File: config.mk
export PLATFORM = sky130hd
export DESIGN_NAME = nbit_regfile_onehot
export DESIGN_NICKNAME = d
export VERILOG_FILES = /design/src/rtl/nbit_regfile_onehot_pkg.sv /design/src/rtl/nbit_register.sv /design/src/rtl/nbit_regfile_onehot.sv
export VERILOG_INCLUDE_DIRS = /design/src /design/src/rtl
export SDC_FILE = /design/constraint.sdc
export NUM_CORES = 1
export LEC_CHECK = 0
export ABC_AREA = 1
export CAP_MARGIN = 10
export CELL_PAD_IN_SITES_DETAIL_PLACEMENT = 0
export CELL_PAD_IN_SITES_GLOBAL_PLACEMENT = 1
export CORE_UTILIZATION = 43
export DETAILED_ROUTE_END_ITERATION = 10
export GPL_TIMING_DRIVEN = 0
export PLACE_DENSITY_LB_ADDON = 0.1
export SETUP_SLACK_MARGIN = 0.3
export SLEW_MARGIN = 30
export SYNTH_ARGS = -nofsm -noshare
export SYNTH_HDL_FRONTEND = slang
export SYNTH_SLANG_ARGS = --single-unit
File: constraint.sdc
create_clock -name clk -period 8.9 [get_ports clk]
set_input_delay 0.89 -clock clk [delete_from_list [all_inputs] [get_ports clk]]
set_output_delay 0.89 -clock clk [all_outputs]
set_load 0.02 [all_outputs]
File: src/rtl/nbit_defines.svh
// Shared datapath sizing defaults used by the demux, the register file and the pipeline registers.
`ifndef NBIT_DEFINES_SVH
`define NBIT_DEFINES_SVH

`define NBIT_SELECT_WIDTH 3
`define NBIT_DATA_WIDTH   32
`define NBIT_ZERO_REG     1

`endif

File: src/rtl/nbit_regfile_onehot_pkg.sv
// Types shared by the register file: classification of the incoming one-hot write enable.
package nbit_regfile_onehot_pkg;

  typedef enum logic [1:0] {
    WR_IDLE  = 2'd0,
    WR_LEGAL = 2'd1,
    WR_MULTI = 2'd2
  } wrKind_e;

  localparam int DEFAULT_CNT_WIDTH = 16;

endpackage

File: src/rtl/nbit_register.sv
// DATA_WIDTH storage flop with load enable; q updates one clock after load, cleared asynchronously by rst.
module nbit_register #(
  parameter int WIDTH = 32
) (
  input  logic             clk,
  input  logic             rst,
  input  logic             load,
  input  logic [WIDTH-1:0] d,
  output logic [WIDTH-1:0] q
);

  always_ff @(posedge clk or posedge rst) begin
    if (rst) begin
      q <= '0;
    end else if (load) begin
      q <= d;
    end
  end

endmodule

File: src/rtl/nbit_regfile_onehot.sv
// One-hot-write register file with two combinational read ports and same-cycle WB->ID bypass.
// Writes commit at posedge clk; reads are zero latency; multi-hot enables are dropped and flagged.
`include "nbit_defines.svh"

module nbit_regfile_onehot
  import nbit_regfile_onehot_pkg::*;
#(
  parameter int SELECT_WIDTH = `NBIT_SELECT_WIDTH,
  parameter int DATA_WIDTH   = `NBIT_DATA_WIDTH,
  parameter int ZERO_REG     = `NBIT_ZERO_REG,
  parameter int CNT_WIDTH    = DEFAULT_CNT_WIDTH
) (
  input  logic                           clk,
  input  logic                           rst,
  input  logic [(1<<SELECT_WIDTH)-1:0]   WrEn,
  input  logic [DATA_WIDTH-1:0]          WrData,
  input  logic [SELECT_WIDTH-1:0]        RdAddrA,
  input  logic [SELECT_WIDTH-1:0]        RdAddrB,
  output logic [DATA_WIDTH-1:0]          RdDataA,
  output logic [DATA_WIDTH-1:0]          RdDataB,
  output logic                           ErrMulti,
  output logic [CNT_WIDTH-1:0]           WrCount
);

  localparam int N = 1 << SELECT_WIDTH;

  logic [DATA_WIDTH-1:0]   regQ [N];
  logic [N-1:0]            load;
  logic [SELECT_WIDTH:0]   onesCnt;
  logic [SELECT_WIDTH-1:0] wrIdx;
  wrKind_e                 wrKind;
  logic                    legal;
  logic                    commit;

  // Popcount and one-hot encode share one pass; wrIdx is only meaningful when legal.
  always_comb begin
    onesCnt = '0;
    wrIdx   = '0;
    for (int i = 0; i < N; i++) begin
      if (WrEn[i]) begin
        onesCnt = onesCnt + 1'b1;
        wrIdx   = wrIdx | SELECT_WIDTH'(i);
      end
    end
  end

  always_comb begin
    wrKind = WR_IDLE;
    if (onesCnt == (SELECT_WIDTH+1)'(1)) begin
      wrKind = WR_LEGAL;
    end else if (onesCnt > (SELECT_WIDTH+1)'(1)) begin
      wrKind = WR_MULTI;
    end
  end

  assign legal = (wrKind == WR_LEGAL);
  // A write under reset is lost, so it must not be forwarded either.
  assign commit = legal && !rst && !((ZERO_REG != 0) && (wrIdx == '0));

  for (genvar i = 0; i < N; i++) begin : gRegs
    assign load[i] = WrEn[i] & legal & ~((ZERO_REG != 0) && (i == 0));

    nbit_register #(
      .WIDTH(DATA_WIDTH)
    ) uReg (
      .clk  (clk),
      .rst  (rst),
      .load (load[i]),
      .d    (WrData),
      .q    (regQ[i])
    );
  end

  always_comb begin
    RdDataA = regQ[RdAddrA];
    if ((ZERO_REG != 0) && (RdAddrA == '0)) begin
      RdDataA = '0;
    end else if (commit && (RdAddrA == wrIdx)) begin
      RdDataA = WrData;
    end
  end

  always_comb begin
    RdDataB = regQ[RdAddrB];
    if ((ZERO_REG != 0) && (RdAddrB == '0)) begin
      RdDataB = '0;
    end else if (commit && (RdAddrB == wrIdx)) begin
      RdDataB = WrData;
    end
  end

  always_ff @(posedge clk or posedge rst) begin
    if (rst) begin
      ErrMulti <= 1'b0;
      WrCount  <= '0;
    end else begin
      if (wrKind == WR_MULTI) begin
        ErrMulti <= 1'b1;
      end
      if (commit && (WrCount != '1)) begin
        WrCount <= WrCount + 1'b1;
      end
    end
  end

endmodule

# Word-level counts from Yosys, hierarchy flattened
# Cells that the tools add are included.
# classes
n_addsub	8
muxes	27
n_bitwise	9
n_eq_ne	6
reduce_logical	10
n_lt_le_gt_ge	3
# op_table
op	n
$mux 32	8
$bmux 32 s3	2
$add 4x1->4 const B	7
$mux 4	7
$add 16x1->16 const B	1
$ne 16x16->1 const B	1
$mux 3	4
$logic_not 3->1	3
$ge 4x4->1 const B	2
$mux 2	4
$not 3->4	2
$and 1x1->1	7
$eq 3x3->1	2
$logic_and 1x1->1	5
$eq 4x1->1 const B	1
$gt 4x1->1 const B	1
$eq 2x1->1 const B	1
$eq 2x2->1 const B	1
$logic_not 1->1	2
$mux 1	2
# totals
out_inout_bits	81
elab_cells	72
register_bits	241

# Depth between registers and ports, before layout
# logic_depth
depth_word	24
depth_mapped	31
mapped_depth_nobuf	30

# Cells and area by module
# Synthesis repeated with hierarchy kept, for this count alone.
# unflattened
cells_unflattened	2640
area_unflattened_um2	18074.8
# by_module_without_submodules
mod	seq_area_each_um2	area_each_um2	instances	cells_each
nbit_register	800.8	1296.2	8	137
nbit_regfile_onehot	425.4	7704.9	1	1544

# Worst setup path before layout
# OpenSTA, ideal clock, no wires.
# synth_timing
path_type	in2out
start	input port WrEn[1]
end	output port RdDataB[30]
n_path_buf	1
arrival_time_ns	5.168
setup_slack_ns	2.842
required_ns	8.010
cell_stages	26
cell_sequence	inv_1 ha_1 inv_1 nand2_1 nand2_1 ha_1 nand2_1 nand2_1 ha_1 or2_2 nand2_1 inv_1 ha_1 nand2_1 nand2_1 ha_1 or2_2 nand2_1 inv_1 ha_1 o21ai_0 nand3_1 nor2_8 nand3_2 buf_2 o21ai_1
# synth_via
elab_chain_len	22
# synth_rtl
element	line_no	text
start: declaration	nbit_regfile_onehot.sv:15	input logic [(1<<SELECT_WIDTH)-1:0] WrEn,
$mux 4	nbit_regfile_onehot.sv:40	if (WrEn[i]) begin
$add 4x1->4	nbit_regfile_onehot.sv:41	onesCnt = onesCnt + 1'b1;
$mux 4	nbit_regfile_onehot.sv:40	
$add 4x1->4	nbit_regfile_onehot.sv:41	
$mux 4	nbit_regfile_onehot.sv:40	
$add 4x1->4	nbit_regfile_onehot.sv:41	
$mux 4	nbit_regfile_onehot.sv:40	
$add 4x1->4	nbit_regfile_onehot.sv:41	
[5 not listed]	--	
$gt 4x1->1	nbit_regfile_onehot.sv:51	end else if (onesCnt > (SELECT_WIDTH+1)'(1)) begin
$mux 2	nbit_regfile_onehot.sv:51	
$mux 2	nbit_regfile_onehot.sv:49	if (onesCnt == (SELECT_WIDTH+1)'(1)) begin
$eq 2x1->1	nbit_regfile_onehot.sv:56	assign legal = (wrKind == WR_LEGAL);
$logic_and 1x1->1 (2 in series)	nbit_regfile_onehot.sv:58	assign commit = legal && !rst && !((ZERO_REG != 0) && (wrIdx == '0));
$logic_and 1x1->1 *	nbit_regfile_onehot.sv:87	end else if (commit && (RdAddrB == wrIdx)) begin
$mux 32 *	nbit_regfile_onehot.sv:87	
$mux 32 *	nbit_regfile_onehot.sv:85	if ((ZERO_REG != 0) && (RdAddrB == '0)) begin
end: declaration	nbit_regfile_onehot.sv:20	output logic [DATA_WIDTH-1:0] RdDataB,
# Every way passes the cells marked *; elsewhere a longest branch is shown, timed or not.

# Worst setup path in the final report
# layout_timing
start	input port WrEn[1]
end	output port RdDataA[11]
# layout_via
elab_chain_len	22
# layout_rtl
element	line_no	text
$mux 4	nbit_regfile_onehot.sv:40	
$add 4x1->4	nbit_regfile_onehot.sv:41	
$mux 4	nbit_regfile_onehot.sv:40	
$add 4x1->4	nbit_regfile_onehot.sv:41	
$mux 4	nbit_regfile_onehot.sv:40	
$add 4x1->4	nbit_regfile_onehot.sv:41	
$mux 4	nbit_regfile_onehot.sv:40	
$add 4x1->4	nbit_regfile_onehot.sv:41	
[5 not listed]	--	
$gt 4x1->1	nbit_regfile_onehot.sv:51	
$mux 2	nbit_regfile_onehot.sv:51	
$mux 2	nbit_regfile_onehot.sv:49	
$eq 2x1->1	nbit_regfile_onehot.sv:56	
$logic_and 1x1->1 (2 in series)	nbit_regfile_onehot.sv:58	
$logic_and 1x1->1 *	nbit_regfile_onehot.sv:78	end else if (commit && (RdAddrA == wrIdx)) begin
$mux 32 *	nbit_regfile_onehot.sv:78	
$mux 32 *	nbit_regfile_onehot.sv:76	if ((ZERO_REG != 0) && (RdAddrA == '0)) begin
end: declaration	nbit_regfile_onehot.sv:19	output logic [DATA_WIDTH-1:0] RdDataA,
# Marked as above.

==> results_dict.tcl <==
set metrics [dict create \
    crit_path_max_fanout 10 \
    synth_enable_flop_cells 0 \
    synthCells 2065 \
    status "completed" \
    p_seq_share_pct 39.2 \
    cts_sinks 241 \
    hp-class "register to register" \
    slew_headroom_pct 43.7 \
    avgRoutedWirePerCell_um 21.5 \
    r2r.worst_path.cells 12 \
    grt_use_total_pct 34.2 \
    clockRootBuffer "clkbuf_16" \
    path_clk_slew_ns 0.06 \
    crit_path_top_delay_cell "clkdlybuf4s50_1" \
    setup_violations 0 \
    grt_setup_unrepaired "false" \
    ios 129 \
    dr_total_vias 15689 \
    ir_drop_mv 0.157 \
    nets 2282 \
    dp_cells 2636 \
    synthArstFlopShare_pct 100 \
    drc 0 \
    syn-num-nets 2121 \
    clock_latency_ns 0.57 \
    intPower_mw 3.00 \
    synth_seq_cells 241 \
    syn_avg_cell_area_sq_um 7.04 \
    rows 66 \
    cp_top_family "simple AND/OR/NAND/NOR gates" \
    antennaDiodeCount 0 \
    worstHoldPathCells 1 \
    p_switching_mw 1.86 \
    powerDensity_nw_per_um2 279 \
    synthesis.area_sq_um 14500 \
    dr.pass1.iters 7 \
    hold_viol 0 \
    grt_first_pass_wirelength_um 89300 \
    worst_pin_slew_ns 0.844 \
    io_buffers 126 \
    grt_overflow 0 \
    gp_congestion 0.932 \
    die_area_sq_um 34600 \
    p_total_mw 4.86 \
    layoutNonFillerInstCount 2688 \
    p_leak_nw 8.08 \
    ctsResizeCount 0 \
    synth-seq-area-share_pct 41.5 \
    start_util_pct 44.2 \
    dp_slack_ns 1.18 \
    hpwl_um 39700 \
    die_y_um 186 \
    worst_slack_ns 1.20 \
    dpl_cell_area_sq_um 16500 \
    cts_made_buffers 30 \
    r2r_slack_ns 6.12 \
    antenna_found_initial 0 \
    drtAntennaViolNets 0 \
    cpPeakStageDelay_ns 0.59 \
    worstSetupStartpointType "input pin" \
    first_global_vias 15200 \
    finalCritPeriodShare_pct 86.6 \
    critPathKind "input pin to output pin" \
    path_depth 30 \
    grt_max_degree 87 \
    cts_max_level 1 \
    post_cts_buffers 0 \
    drt-total-wl_um 57800 \
    crit_path_end_kind "output pin" \
    die_w_um 186 \
    finalCriticalPeriod_ns 7.70 \
    maxCapViolCount 0 \
    drt-initial-drc-count 1564 \
    yosys_warnings 0 \
    detail_route.vias_per_cell 5.84 \
    clock_path_buffers 3 \
    comb_power_share_pct 34.8 \
    max_freq_ghz 0.130 \
    holdBufCountCts 0 \
    maxSlewViolCount 0 \
    arrival_ns 6.81 \
    coreArea_sq_um 32900 \
    syn_to_final_growth_pct 20.0 \
    ys.flop_type "dfrtp_1" \
    cp.required_ns 8.01 \
    cp.buffers_inverters 8 \
    synthDistinctLibCells 33 \
    p_sw_share_pct 38.2 \
    finClkSkew_ns 0.00395 \
    final_layout_size_suffix_gt1_share_pct 5.43 \
    p_clk_share_pct 25.9 \
    fin_area_sq_um 17500 \
    cts_tree "yes" \
    num-fill-cells 3397 \
    cpMostUsedCell "nand2_1" \
]
[cells by family after synthesis]
| logic type | after synthesis | share of synthesized area [%] |
|---|---|---|
| AO/OA/AOI/OAI | 757 | 26.5 |
| flip-flops | 241 | 41.5 |
| buffers and inverters | 368 | 10.2 |
| AND/OR/NAND/NOR | 671 | 19.9 |
| adder cells (fa/ha/maj) | 8 | 0.688 |
| XOR/XNOR | 20 | 1.20 |
[final timing paths]
kind                                        start                         endpoint
hold reg to reg              ErrMulti$_DFFE_PP0N_             ErrMulti$_DFFE_PP0N_
setup / recovery                          WrEn[1]                      RdDataA[11]
max in group asynchronous                     rst  gRegs[1].uReg.q[13]$_DFFE_PP0P_
hold / removal               ErrMulti$_DFFE_PP0N_             ErrMulti$_DFFE_PP0N_
min in group asynchronous                     rst           WrCount[0]$_DFFE_PP0P_
setup reg to reg           WrCount[0]$_DFFE_PP0P_           WrCount[7]$_DFFE_PP0P_
[flip-flops by register name (all words and copies together) (netlist names)]
signal,flops
ErrMulti,1
gRegs.uReg.q,224
WrCount,16
[power groups by stage]
| stage | registers, mW | clock network, mW | logic, mW |
|---|---|---|---|
| after floorplan | 1.83 | 0 | 1.12 |
| after global placement | 1.89 | 0 | 1.62 |
| after detailed placement | 1.91 | 0 | 1.67 |
| after CTS | 1.89 | 1.27 | 1.68 |
| after global routing | 1.97 | 1.31 | 1.91 |
| final | 1.91 | 1.26 | 1.69 |
[synth_stat cells (2+ instances only)]
cell type  instances  share of area [%]
a21o_1             2               0.10
a21oi_1          257                8.8
buf_1             14               0.36
buf_2             26               0.89
buf_4              7               0.36
buf_6              5               0.39
clkbuf_1         109                2.8
dfrtp_1          241                 41
ha_1               8               0.69
inv_1            204                5.3
nand2_1          414                 11
nand2_2            8               0.34
nand3_1           90                3.1
nand3_2            5               0.34
nand4_1           65                2.8
nor2_1            75                1.9
nor3_1             5               0.17
nor4_1             2              0.086
o21ai_0          463                 16
o21ai_1           20               0.69
o21ai_2           14               0.84
or2_2              2              0.086
xnor2_1            5               0.30
xor2_1            15               0.90
[per-layer routing]
metal | up-vias | share of wire, % | GRT usage, %
met5 | - | 0 | 0
met3 | 161 | 8.4 | 5.58
li1 | 7218 | - | -
met1 | 7523 | 42 | 46.2
met4 | 0 | 4.1 | 14.2
met2 | 787 | 45 | 54.1
[area by class of cell]
| cell class | instances | area, sq um | area share [%] |
|---|---|---|---|
| buffer | 163 | 721 | 4.13 |
| clock buffer | 46 | 892 | 5.11 |
| clock inverter | 6 | 105 | 0.602 |
| inverter | 205 | 777 | 4.45 |
| multi-input combinational | 1456 | 7030 | 40.3 |
| sequential | 241 | 6030 | 34.6 |
| tap | 442 | 553 | 3.17 |
| timing repair buffer | 129 | 1340 | 7.70 |
[per-stage QoR]
step / setup TNS [ns] / utilization (%) / hold WS, ns
6_report: 0 / 53.1 / 0.482
5_1_grt: 0 / 53.1 / 0.499
4_1_cts: 0 / 53.1 / 0.483
3_5_place_dp: 0 / 50.1 / 0.469
3_3_place_gp: -548.41 / 49.8 / 0.464
2_1_floorplan: 0 / - / 0.453
[cell usage in the layout, fill, tap and decap left out, types with 2 or more instances in the layout]
master,netlist,final
o21ai_0,463,463
or2_2,2,2
a21o_1,2,2
xor2_1,15,15
nand3_2,5,5
nand4_1,65,65
ha_1,8,8
nor2_1,75,75
xnor2_1,5,5
buf_2,26,26
clkinv_2,0,3
o21ai_1,20,20
inv_1,204,203
nor3_1,5,4
o21ai_2,14,14
buf_1,14,14
buf_6,5,5
nand3_1,90,90
bufinv_16,0,3
clkbuf_1,109,118
buf_4,7,7
nand2_2,8,8
clkbuf_16,0,31
nand2_1,414,414
a21oi_1,257,257
buf_16,0,3
clkdlybuf4s50_1,0,126
clkbuf_8,0,6
dfrtp_1,241,241
Power figures use the tool's default switching activity.
